`src/rtl/pong_pkg.sv`:
```
// Pong game controller shared definitions: FSM states
// plus display geometry also used by the VGA datapath.
package pong_pkg;

   typedef enum logic [1:0] {
      ST_IDLE,
      ST_SERVE,
      ST_PLAY,
      ST_OVER
   } state_e;

   localparam int H_VISIBLE  = 640;
   localparam int V_VISIBLE  = 480;
   localparam int PADDLE_W   = 8;
   localparam int PADDLE_H   = 64;
   localparam int PADDLE_L_X = 16;
   localparam int PADDLE_R_X = H_VISIBLE - PADDLE_L_X - PADDLE_W;
   localparam int PADDLE_Y0  = (V_VISIBLE - PADDLE_H) / 2;

endpackage

```
`src/rtl/pong_score.sv`:
```
// Per-player score counter: saturates at WIN_SCORE,
// synchronous clear, flags for "at win" and "next point wins".
module pong_score
   import pong_pkg::*;
#(
   parameter int WIN_SCORE = 9
) (
   input  logic       clk,
   input  logic       rst,
   input  logic       clr,
   input  logic       inc,
   output logic [3:0] score,
   output logic       at_win,
   output logic       win_on_inc
);

   localparam logic [3:0] WIN = 4'(WIN_SCORE);

   logic [3:0] score_q;
   logic [3:0] score_d;

   always_comb begin
      score_d = score_q;
      if (clr) begin
         score_d = '0;
      end else if (inc && (score_q != WIN)) begin
         score_d = score_q + 4'd1;
      end
   end

   always_ff @(posedge clk) begin
      if (rst) begin
         score_q <= '0;
      end else begin
         score_q <= score_d;
      end
   end

   assign score      = score_q;
   assign at_win     = (score_q == WIN);
   assign win_on_inc = (score_q == (WIN - 4'd1));

endmodule

```
`src/rtl/pong_game_ctrl.sv`:
```
// Pong game sequencing: start detection, serve hold-off,
// scoring and game-over, all outputs registered.
module pong_game_ctrl
   import pong_pkg::*;
#(
   parameter int SERVE_FRAMES = 60,
   parameter int WIN_SCORE    = 9
) (
   input  logic       clk,
   input  logic       rst,
   input  logic       frame_tick,
   input  logic       start_btn,
   input  logic       miss_l,
   input  logic       miss_r,
   output logic       ball_run,
   output logic       serve_load,
   output logic       serve_side,
   output logic [3:0] score_l,
   output logic [3:0] score_r,
   output logic       game_over,
   output logic       winner
);

   localparam logic [7:0] SERVE_CNT = 8'(SERVE_FRAMES);

   state_e     state_q, state_d;
   logic [7:0] cnt_q, cnt_d;
   logic       btn_q, btn_d;
   logic       side_q, side_d;
   logic       winner_q, winner_d;
   logic       run_q, load_q, over_q;

   logic start;
   logic clr;
   logic load;
   logic inc_l, inc_r;
   logic l_at_win, r_at_win;
   logic l_win_inc, r_win_inc;

   pong_score #(.WIN_SCORE(WIN_SCORE)) u_score_l (
      .clk        (clk),
      .rst        (rst),
      .clr        (clr),
      .inc        (inc_l),
      .score      (score_l),
      .at_win     (l_at_win),
      .win_on_inc (l_win_inc)
   );

   pong_score #(.WIN_SCORE(WIN_SCORE)) u_score_r (
      .clk        (clk),
      .rst        (rst),
      .clr        (clr),
      .inc        (inc_r),
      .score      (score_r),
      .at_win     (r_at_win),
      .win_on_inc (r_win_inc)
   );

   // Button is only looked at on frame boundaries.
   assign start = frame_tick & start_btn & ~btn_q;
   assign btn_d = frame_tick ? start_btn : btn_q;

   always_comb begin
      state_d  = state_q;
      cnt_d    = cnt_q;
      side_d   = side_q;
      winner_d = winner_q;
      clr      = 1'b0;
      load     = 1'b0;
      inc_l    = 1'b0;
      inc_r    = 1'b0;
      unique case (state_q)
         ST_IDLE: begin
            if (start) begin
               clr     = 1'b1;
               load    = 1'b1;
               state_d = ST_SERVE;
            end
         end
         ST_SERVE: begin
            if (frame_tick) begin
               cnt_d = cnt_q + 8'd1;
               if (cnt_d == SERVE_CNT) begin
                  state_d = ST_PLAY;
               end
            end
         end
         ST_PLAY: begin
            if (miss_l) begin
               inc_r  = ~r_at_win;
               side_d = 1'b1;
               if (r_win_inc) begin
                  winner_d = 1'b1;
                  state_d  = ST_OVER;
               end else begin
                  load    = 1'b1;
                  state_d = ST_SERVE;
               end
            end else if (miss_r) begin
               inc_l  = ~l_at_win;
               side_d = 1'b0;
               if (l_win_inc) begin
                  winner_d = 1'b0;
                  state_d  = ST_OVER;
               end else begin
                  load    = 1'b1;
                  state_d = ST_SERVE;
               end
            end
         end
         ST_OVER: begin
            if (start) begin
               clr     = 1'b1;
               load    = 1'b1;
               side_d  = ~winner_q;
               state_d = ST_SERVE;
            end
         end
         default: begin
            state_d = ST_IDLE;
         end
      endcase
      if (load) begin
         cnt_d = '0;
      end
   end

   always_ff @(posedge clk) begin
      if (rst) begin
         state_q  <= ST_IDLE;
         cnt_q    <= '0;
         btn_q    <= 1'b1;
         side_q   <= 1'b1;
         winner_q <= 1'b0;
         run_q    <= 1'b0;
         load_q   <= 1'b0;
         over_q   <= 1'b0;
      end else begin
         state_q  <= state_d;
         cnt_q    <= cnt_d;
         btn_q    <= btn_d;
         side_q   <= side_d;
         winner_q <= winner_d;
         run_q    <= (state_d == ST_PLAY);
         load_q   <= load;
         over_q   <= (state_d == ST_OVER);
      end
   end

   assign ball_run   = run_q;
   assign serve_load = load_q;
   assign serve_side = side_q;
   assign game_over  = over_q;
   assign winner     = winner_q;

endmodule

```
`config.mk`:
```
export PLATFORM = sky130hd
export DESIGN_NAME = pong_game_ctrl
export DESIGN_NICKNAME = d
export VERILOG_FILES = /design/src/rtl/pong_pkg.sv /design/src/rtl/pong_score.sv /design/src/rtl/pong_game_ctrl.sv
export SDC_FILE = /design/constraint.sdc
export NUM_CORES = 1
export LEC_CHECK = 0
export BUFFER_PORTS_ARGS = -buffer_cell sky130_fd_sc_hd__buf_2
export CORE_MARGIN = 4
export CORE_UTILIZATION = 58
export CTS_BUF_LIST = sky130_fd_sc_hd__clkbuf_2 sky130_fd_sc_hd__clkbuf_4 sky130_fd_sc_hd__clkbuf_8
export CTS_CLUSTER_DIAMETER = 120
export DETAILED_ROUTE_END_ITERATION = 10
export PLACE_DENSITY = 0.9
export SLEW_MARGIN = 20
export SYNTH_ARGS = -nofsm -noshare
export SYNTH_HDL_FRONTEND = slang
export SYNTH_HIERARCHICAL = 1
export SYNTH_SLANG_ARGS = --single-unit
export TNS_END_PERCENT = 10
```
`constraint.sdc`:
```
create_clock -name clk -period 2.2 [get_ports clk]
set_clock_uncertainty 0.2 [all_clocks]
set_input_delay 0.22 -clock clk [delete_from_list [all_inputs] [get_ports clk]]
set_output_delay 0.22 -clock clk [all_outputs]
set_load 0.01 [all_outputs]
```
======== Word-level counts from Yosys, hierarchy flattened ========
Index checks and enable logic that the tools add are counted.
word-level totals
  register bits ........................... 24
  input port bits ......................... 6
  output and inout bits ................... 13
  logic and storage cells ................. 74
cells by class
  $add $sub $neg .......................... 3
  equal/unequal tests ..................... 15
  muxes and demuxes ....................... 28
  bitwise logic cells ..................... 6
  reductions and logical operators ........ 12
operators with widths
  cell                                                                      number
  1-bit 2-to-1 mux                                                          18
  4-bit == test (second input constant)                                     4
  2-bit 2-to-1 mux                                                          7
  4-bit by 1-bit adder with 4-bit output (second input constant)            2
  8-bit by 1-bit adder with 8-bit output (second input constant)            1
  2-bit == test (second input constant)                                     4
  8-bit by 6-bit == test with 1-bit output (second input constant)          1
  4-bit inequality test (second input constant)                             2
  2-bit case mux with 3 select lines                                        1
  2-bit nonzero test                                                        3
  2-bit OR reduction                                                        3
  1-bit inverter                                                            4
  1-bit case mux with 2 select lines                                        2
  4-bit AND reduction                                                       1
  3-bit inequality test (second input constant)                             1
  3-bit AND reduction                                                       1
  1-bit bitwise AND                                                         2
  2-bit by 1-bit == test with 1-bit output (second input constant)          1
  1-bit logical AND                                                         2
  2-bit logical NOT                                                         1
  2-bit by 1-bit inequality test with 1-bit output (second input constant)  1
  2-bit inequality test (second input constant)                             1
  2-bit AND reduction                                                       1

======== Depth between registers and ports, before layout ========
Gate-level depths: netlist of the first run.
  depth after elaboration ................. 6
  mapped depth ............................ 8
  mapped depth without buffers ............ 7

======== Hierarchy ========
Netlist of the first run, hierarchy kept.
modules (own cells, without submodules)
  module          instances  cells each  area an instance (um^2)  sequential area each (um^2)
  pong_game_ctrl  1          96          853.3                    320.3
  pong_score      2          26          229.0                    80.1

======== Worst setup path after synthesis of the first run ========
No wires, ideal clock.
  path kind ............................... reg-to-reg
  from .................................... register u_score_l.score_q[1], in the netlist u_score_l/score[1]
  to ...................................... register u_score_l.score_q[2], in the netlist u_score_l/score[2]
  arrival time ............................ 1.705 ns
  required time ........................... 1.930 ns
  setup slack ............................. 0.225 ns
  stages on the path, launching flop included .. 8
  buffers on the path ..................... 0
  cells stage by stage .................... dfxtp_1 > inv_1 > ha_1 > and3b_1 > nor4bb_1 > nand2_1 > or3_1 > a21boi_1
between the ends
  word-level cells in the longest chain between the ends .. 6
  elaborated cells on any way between the ends .. 8
  those cells by class .................... add/sub (1); eq/ne (2); mux (3); bitwise (1); reduce/logical (1)
RTL lines
  element                 RTL line               RTL
  from (decl)             pong_score.sv:19       logic [3:0] score_q;
  from (signal assigned)  pong_score.sv:35       score_q <= score_d;
  4-bit == test           pong_score.sv:40       assign at_win = (score_q == WIN);
  via l_at_win            pong_game_ctrl.sv:37   logic l_at_win, r_at_win;
  1-bit inverter          pong_game_ctrl.sv:101  inc_l = ~l_at_win;
  1-bit 2-to-1 mux        pong_game_ctrl.sv:100  end else if (miss_r) begin
  1-bit 2-to-1 mux        pong_game_ctrl.sv:90   if (miss_l) begin
  1-bit 2-to-1 mux        pong_game_ctrl.sv:73   unique case (state_q)
  via inc_l               pong_game_ctrl.sv:36   logic inc_l, inc_r;
  1-bit logical AND       pong_score.sv:26       end else if (inc && (score_q != WIN)) begin
The timed path passes the listed nets, and every way through them passes these cells.
A chain may end at the register's enable or synchronous reset.

======== Worst setup path after layout of the first run ========
  from .................................... register u_score_l.score_q[1], in the netlist u_score_l/score[1]
  to ...................................... register u_score_l.score_q[3], in the netlist u_score_l/score[3]
The elaborated chain is that of the path after synthesis.

==> qor.txt, run 1 <==
status: completed
final wirelength: 2.82 mm
root buffer cell: clkbuf_4
Setup Crit Path Kind: reg -> reg
synth cell count leaders: dfxtp_1 (24), nand2_1 (18), ha_1 (11), nor2_1 (11), nor3_1 (11)
final setup fails: 0
Critical Path RT: 2220 ps
Tmin final: 2050 ps
ANT cells: 0
number of synthesized register bits: 24
YS warnings: 6
Primary FF master, synth: dfxtp_1
maximum VDD drop: 0.545 mV
top cell type by total area after synthesis: dfxtp_1
post-synthesis async set-or-reset flop share: 0%
Detail Placement HPWL: 2.13 mm
Placed Cells: 191
CP arrival: 2080 ps
leak pwr: 0.634 nW
Reg clk slew, reported paths: 130 ps
Synth Instances: 148
slowest cell on the critical path: dfxtp_1
critical path fanouts, max: 5
Synth area leaders: dfxtp_1 (37%), ha_1 (10%), nand2_1 (5.2%)
initial antenna violation count: 0
CP Capture Type: register
Avg WL per Cell: 14.4 um
CTS tree: built
Synth top area share: 36.6%
TritonCTS Buffers: 3
Die Ht: 55.5 um
ratio of cells with drive above 1 in the final layout: 18.9%
switching fraction of total power: 26.0%
Die X: 55.5 um
gpl congestion: 0.787
largest net degree at the start of global routing: 19
Flop pwr share: 48.9%
Max H-tree Level: 1
Initial Util: 63.6%
non-filler cells, final: 196
CTS max path bufs: 2
fmax: 0.487 GHz
Final Hold Fails: 0
Post-Syn Nets: 165
global-route wire length before repair: 4.87 mm
I/O pin total: 19
max-cap check violation count: 0
Max stage delay on crit path: 410 ps
I/O Buffers: 18
Least-Margin Pin Slew: 408 ps
fin. max-slew vios: 0
Syn Area/Cell: 8.86 um^2
worst min path class: in -> reg
post-synthesis sequential area ratio: 36.6%
nets: 187
ANT nets after route: 0
total number of vias: 1127
Core Area: 2060 um^2
period utilization: 93.3%
library cells used by synthesis: 36
Remaining Overflow, GRT: 0
Power Total: 0.960 mW
most frequent cell after synthesis: dfxtp_1
PwrDens: 637 nW/um^2
Setup Fix Bufs, Post-CTS: 0
Int Power: 0.710 mW
RSZ-0062 raised after global routing: yes
routed vias/inst: 5.75
FP Rows: 16
CTS sink cnt: 24
Worst slew margin: 72.8%
cells along the critical path: inv_1, ha_1, and3b_1, nor4bb_4, nand4_1, xor2_1, nor3_1
Clock Power Share: 33.0%
Clk Latency, worst-skew pair: 310 ps
Iter 0 DRT Violations: 42
number of synthesized flops with an enable pin: 0
Pre-antenna DRT Iters: 4
Worst setup SP type: register
Logic pwr share: 18.1%
die area: 3090 um^2
Total GRT Usage: 19.1%
Residual DRC: 0
vias in the first global route: 1139
Area growth, synth to finish: 14.9%
Psw: 0.250 mW
synthesized area: 1310 um^2
-- worst paths after layout --
kind / from / end / slack [ps] / depth (start not counted)
setup / recovery: u_score_l/score[1] / u_score_l/score[3] / 150 / 7
hold / removal: frame_tick / btn_q / 30 / 2
setup reg to reg: u_score_l/score[1] / u_score_l/score[3] / 150 / 7
hold reg to reg: u_score_r/score[2] / u_score_r/score[2] / 330 / 2
-- cell usage in the layout, fill, tap and decap left out, types with 2 or more instances in the layout --
cell	count
clkbuf_4	3
nor3_2	3
xor2_1	4
nand3_1	4
and3b_1	4
nor2b_1	4
nor3_1	11
a211o_1	2
or3_1	2
dfxtp_1	24
nand4_1	3
nand3b_1	2
a21boi_1	2
nor3b_1	2
a31oi_1	2
nor2_1	11
buf_2	18
ha_1	11
xnor2_1	5
a21oi_1	4
mux2i_1	5
inv_1	7
o21ai_0	2
nand2b_1	2
nand2_1	18
-- layout make-up --
| cell class | instances | area, um^2 |
|---|---|---|
| fill | 148 | 556 |
| multi-input combinational | 114 | 806 |
| clock inverter | 1 | 30.0 |
| timing repair buffer | 20 | 108 |
| tap | 27 | 33.8 |
| inverter | 7 | 26.3 |
| sequential | 24 | 480 |
| clock buffer | 3 | 22.5 |
-- routing by layer --
| layer | GRT usage (%) | vias up | routed length (um) |
|---|---|---|---|
| li1 | - | 562 | - |
| met1 | 21.1 | 532 | 1190 |
| met2 | 35.0 | 27 | 1460 |
| met3 | 4.43 | 6 | 138 |
| met4 | 6.94 | 0 | 36 |
| met5 | 0 | - | 0 |
-- power groups by stage --
stage / registers [mW] / logic, mW / clock network, mW
after CTS: 0.469 / 0.170 / 0.323
after detailed placement: 0.479 / 0.167 / 0
after floorplan: 0.481 / 0.115 / 0
after global routing: 0.473 / 0.191 / 0.343
final: 0.469 / 0.174 / 0.316
after global placement: 0.477 / 0.157 / 0
-- flip-flops by register name (all words and copies together), names as in the netlist --
register / cells
ball_run: 1
btn_q: 1
cnt_q: 8
game_over: 1
serve_load: 1
serve_side: 1
state_q: 2
u_score_l/score: 4
u_score_r/score: 4
winner: 1
-- cells by family (layout without fill, tap and decap cells) --
| group | Yosys count | in the layout | synth area share, % |
|---|---|---|---|
| simple gates | 70 | 70 | 29.7 |
| flops | 24 | 24 | 36.6 |
| compound gates | 18 | 18 | 9.45 |
| fa+ha+maj | 11 | 11 | 10.5 |
| buf+inv | 10 | 31 | 3.05 |
| xor+xnor | 9 | 9 | 6.01 |
| mux | 6 | 6 | 4.68 |
-- worst max-delay path, delay by kind of cell, from the launching register on --
| family | cells | cell delay (ps) |
|---|---|---|
| buffers and inverters | 1 | 80 |
| adders and majority gates | 1 | 190 |
| and+or+nand+nor | 4 | 910 |
| xor gates and xnor gates | 1 | 190 |
| DFF | 1 | 410 |
-- stage by stage --
stage | cell area, um^2 | util [%] | hold WS [ps] | TNS [ps] | setup WS, ps
6_report | 1510 | 73.1 | 29.1 | 0 | 146
5_1_grt | 1510 | 73.1 | 18.4 | -14.6 | -14.6
4_1_cts | 1490 | 72.3 | 12.3 | 0 | 71.5
3_5_place_dp | 1430 | 69.3 | 269 | 0 | 137
3_3_place_gp | 1430 | 69.3 | 253 | 0 | 237
2_1_floorplan | 1310 | - | 91.6 | 0 | 225
-- what timing repair did --
action | CTS | global route
gates resized for setup | 0 | 2
setup endpoints to repair | 0 | 3
hold endpoints to repair | 1 | 0
hold buffers | 1 | 0
(Power assumes the default switching activity.)
==> run 2: changes to the inputs <==
--- a/config.mk
+++ b/config.mk
@@ -6,7 +6,6 @@
 export NUM_CORES = 1
 export LEC_CHECK = 0
 export BUFFER_PORTS_ARGS = -buffer_cell sky130_fd_sc_hd__buf_2
-export CORE_MARGIN = 4
 export CORE_UTILIZATION = 58
 export CTS_BUF_LIST = sky130_fd_sc_hd__clkbuf_2 sky130_fd_sc_hd__clkbuf_4 sky130_fd_sc_hd__clkbuf_8
 export CTS_CLUSTER_DIAMETER = 120
==> run 2 against run 1 <==
  * Non-clock buffer count up 1
  * Fmax up 0.63%
  * Sequential power about the same
  * Sequential share of layout area about the same
  * Total power shrank 8.0%
  * Critical path type unchanged
  * Highest routed layer unchanged
==> qor.txt, run 2 (synthesized netlist as in run 1, its figures left out) <==
slowest cell on the critical path: dfxtp_1 (unchanged)
ANT nets after route: 0 (unchanged)
Max stage delay on crit path: 440 ps (was 410 ps)
max-cap check violation count: 0 (unchanged)
met1 usage: 28.0% (was 21.1%)
Iter 0 DRT Violations: 17 (was 42)
Clk Latency, worst-skew pair: 320 ps (was 310 ps)
TritonCTS Buffers: 3 (unchanged)
final setup fails: 0 (unchanged)
die area: 2450 um^2 (was 3090 um^2)
r2r setup slk: 160 ps (was 150 ps)
fmax: 0.490 GHz (was 0.487 GHz)
FP Rows: 16 (unchanged)
GRT Max-Usage Layer: met2 (unchanged)
Tmin final: 2040 ps (was 2050 ps)
reg2reg end: game_over (was u_score_l/score[3])
Residual DRC: 0 (unchanged)
largest net degree at the start of global routing: 19 (unchanged)
CTS sink cnt: 24 (unchanged)
CTS tree: built (unchanged)
Critical Path RT: 2270 ps (was 2220 ps)
setup TNS: 0 ps (unchanged)
hold endpoint: winner (was btn_q)
RSZ-0062 raised after global routing: no (was yes)
Hold Path Stages: 3 (was 2)
CP arrival: 2110 ps (was 2080 ps)
gpl congestion: 0.812 (was 0.787)
fin. max-slew vios: 0 (unchanged)
Hold Path Origin: miss_l (was frame_tick)
final wirelength: 2.76 mm (was 2.82 mm)
most frequent cells in the layout: dfxtp_1 (24), nand2_1 (18), buf_2 (18) (unchanged)
I/O pin total: 19 (unchanged)
Final Hold Fails: 0 (unchanged)
CP Capture Type: register (unchanged)
cells along the critical path: inv_1, ha_1, nand4b_1, a31oi_1, o21ba_2, nor3_2 (was inv_1, ha_1, and3b_1, nor4bb_4, nand4_1, xor2_1, nor3_1)
ANT cells: 0 (unchanged)
leak pwr: 0.631 nW (was 0.634 nW)
I/O Buffers: 18 (unchanged)
maximum VDD drop: 0.327 mV (was 0.545 mV)
Setup Fix Bufs, Post-CTS: 0 (unchanged)
Max H-tree Level: 1 (unchanged)
routed vias/inst: 5.82 (was 5.75)
initial antenna violation count: 0 (unchanged)
root buffer cell: clkbuf_4 (unchanged)
Multi-input gate area: 813 um^2 (was 806 um^2)
Setup Crit Path Kind: reg -> reg (unchanged)
period utilization: 92.8% (was 93.3%)
met3 Track Usage GR: 4.01% (was 4.43%)
Initial Util: 64.2% (was 63.6%)
Total GRT Usage: 24.6% (was 19.1%)
Largest Register: cnt_q (unchanged)
Power Total: 0.884 mW (was 0.960 mW)
Remaining Overflow, GRT: 0 (unchanged)
Reg2Reg Depth: 6 (was 7)
critical path fanouts, max: 5 (unchanged)
Detail Placement HPWL: 1.92 mm (was 2.13 mm)
Worst slew margin: 76.3% (was 72.8%)
total number of vias: 1147 (was 1127)
global-route wire length before repair: 4.67 mm (was 4.87 mm)
reg-to-reg startpoint: state_q[0] (was u_score_l/score[1])
Die X: 49.5 um (was 55.5 um)
Avg WL per Cell: 14.0 um (was 14.4 um)
PwrDens: 586 nW/um^2 (was 637 nW/um^2)
Largest register FFs: 8 (unchanged)
Pre-antenna DRT Iters: 4 (unchanged)
vias in the first global route: 1121 (was 1139)
nets: 188 (was 187)
met2 Use GR: 43.2% (was 35.0%)
status: completed (unchanged)
Reg clk slew, reported paths: 130 ps (about the same)
Die Ht: 49.5 um (was 55.5 um)
Area growth, synth to finish: 15.0% (was 14.9%)
ratio of cells with drive above 1 in the final layout: 18.8% (was 18.9%)
Reg area: 480 um^2 (unchanged)
Least-Margin Pin Slew: 355 ps (was 408 ps)
CTS max path bufs: 2 (unchanged)
Filler cells: 149 (was 148)
commonest non-fill, non-tap cell in the layout: dfxtp_1 (unchanged)
Core Area: 2040 um^2 (was 2060 um^2)
worst min path class: in -> reg (unchanged)
Worst setup SP type: register (unchanged)
Critical path origin: state_q[0] (was u_score_l/score[1])
-- run 2: changes by cell type in the layout (fill, tap and decap cells not counted), sizes merged --
cell / change
bufinv: -1
clkbuf: +1
dlygate4sd3: +1
-- run 2: repair_timing --
| action | in CTS | in global routing |
|---|---|---|
| endpoints found under the hold margin | 1 | 0 |
| resized for setup | 0 | 3 |
| setup endpoints to repair | 0 | 5 |
| hold buffers | 2 | 0 |
-- run 2: cell type report --
| cell class | count | share of cell area, % |
|---|---|---|
| Inverter | 7 | 1.74 |
| Sequential cell | 24 | 31.9 |
| Multi-Input combinational cell | 114 | 53.9 |
| Clock buffer | 4 | 2.41 |
| Tap cell | 27 | 2.24 |
| Timing Repair Buffer | 21 | 7.80 |
-- run 2: metal layers --
metal,up-vias,part of all wire (%)
met5,-,0
met4,0,2.2
met3,8,3.3
met2,34,51
met1,545,43
li1,560,-
-- run 2: critical path: cells and delay by family, from the launching register on --
family / cells / cell delay [ps]
flops: 1 / 440
simple gates: 2 / 410
fa+ha+maj: 1 / 340
compound gates: 2 / 490
buf+inv: 1 / 110
-- run 2: worst max-delay path by stage --
stage	endpoint	slack (ps)
floorplan	u_score_l/score[2]	220
global placement	u_score_l/score[2]	240
detailed placement	u_score_l/score[2]	100
CTS	u_score_l/score[2]	70
global route	u_score_r/score[0]	20
finish	game_over	160
-- run 2: where the power goes --
part	leakage (nW)	internal, mW	switching (mW)
clock network	0.0210	0.101	0.136
registers	0.194	0.453	0.0165
logic	0.416	0.0761	0.100
total	0.631	0.631	0.253
-- run 2: stage by stage --
| stage | hold WS [ps] | instances | worst slack, ps | instance area, um^2 | util [%] |
|---|---|---|---|---|---|
| 2_1_floorplan | 91.6 | 148 | 225 | 1310 | - |
| 3_3_place_gp | 253 | 191 | 236 | 1430 | 70.0 |
| 3_5_place_dp | 268 | 191 | 105 | 1430 | 70.0 |
| 4_1_cts | 43.8 | 197 | 67.5 | 1490 | 72.7 |
| 5_1_grt | 72.3 | 197 | 18.6 | 1510 | 73.8 |
| 6_report | 76.5 | 197 | 159 | 1510 | 73.8 |
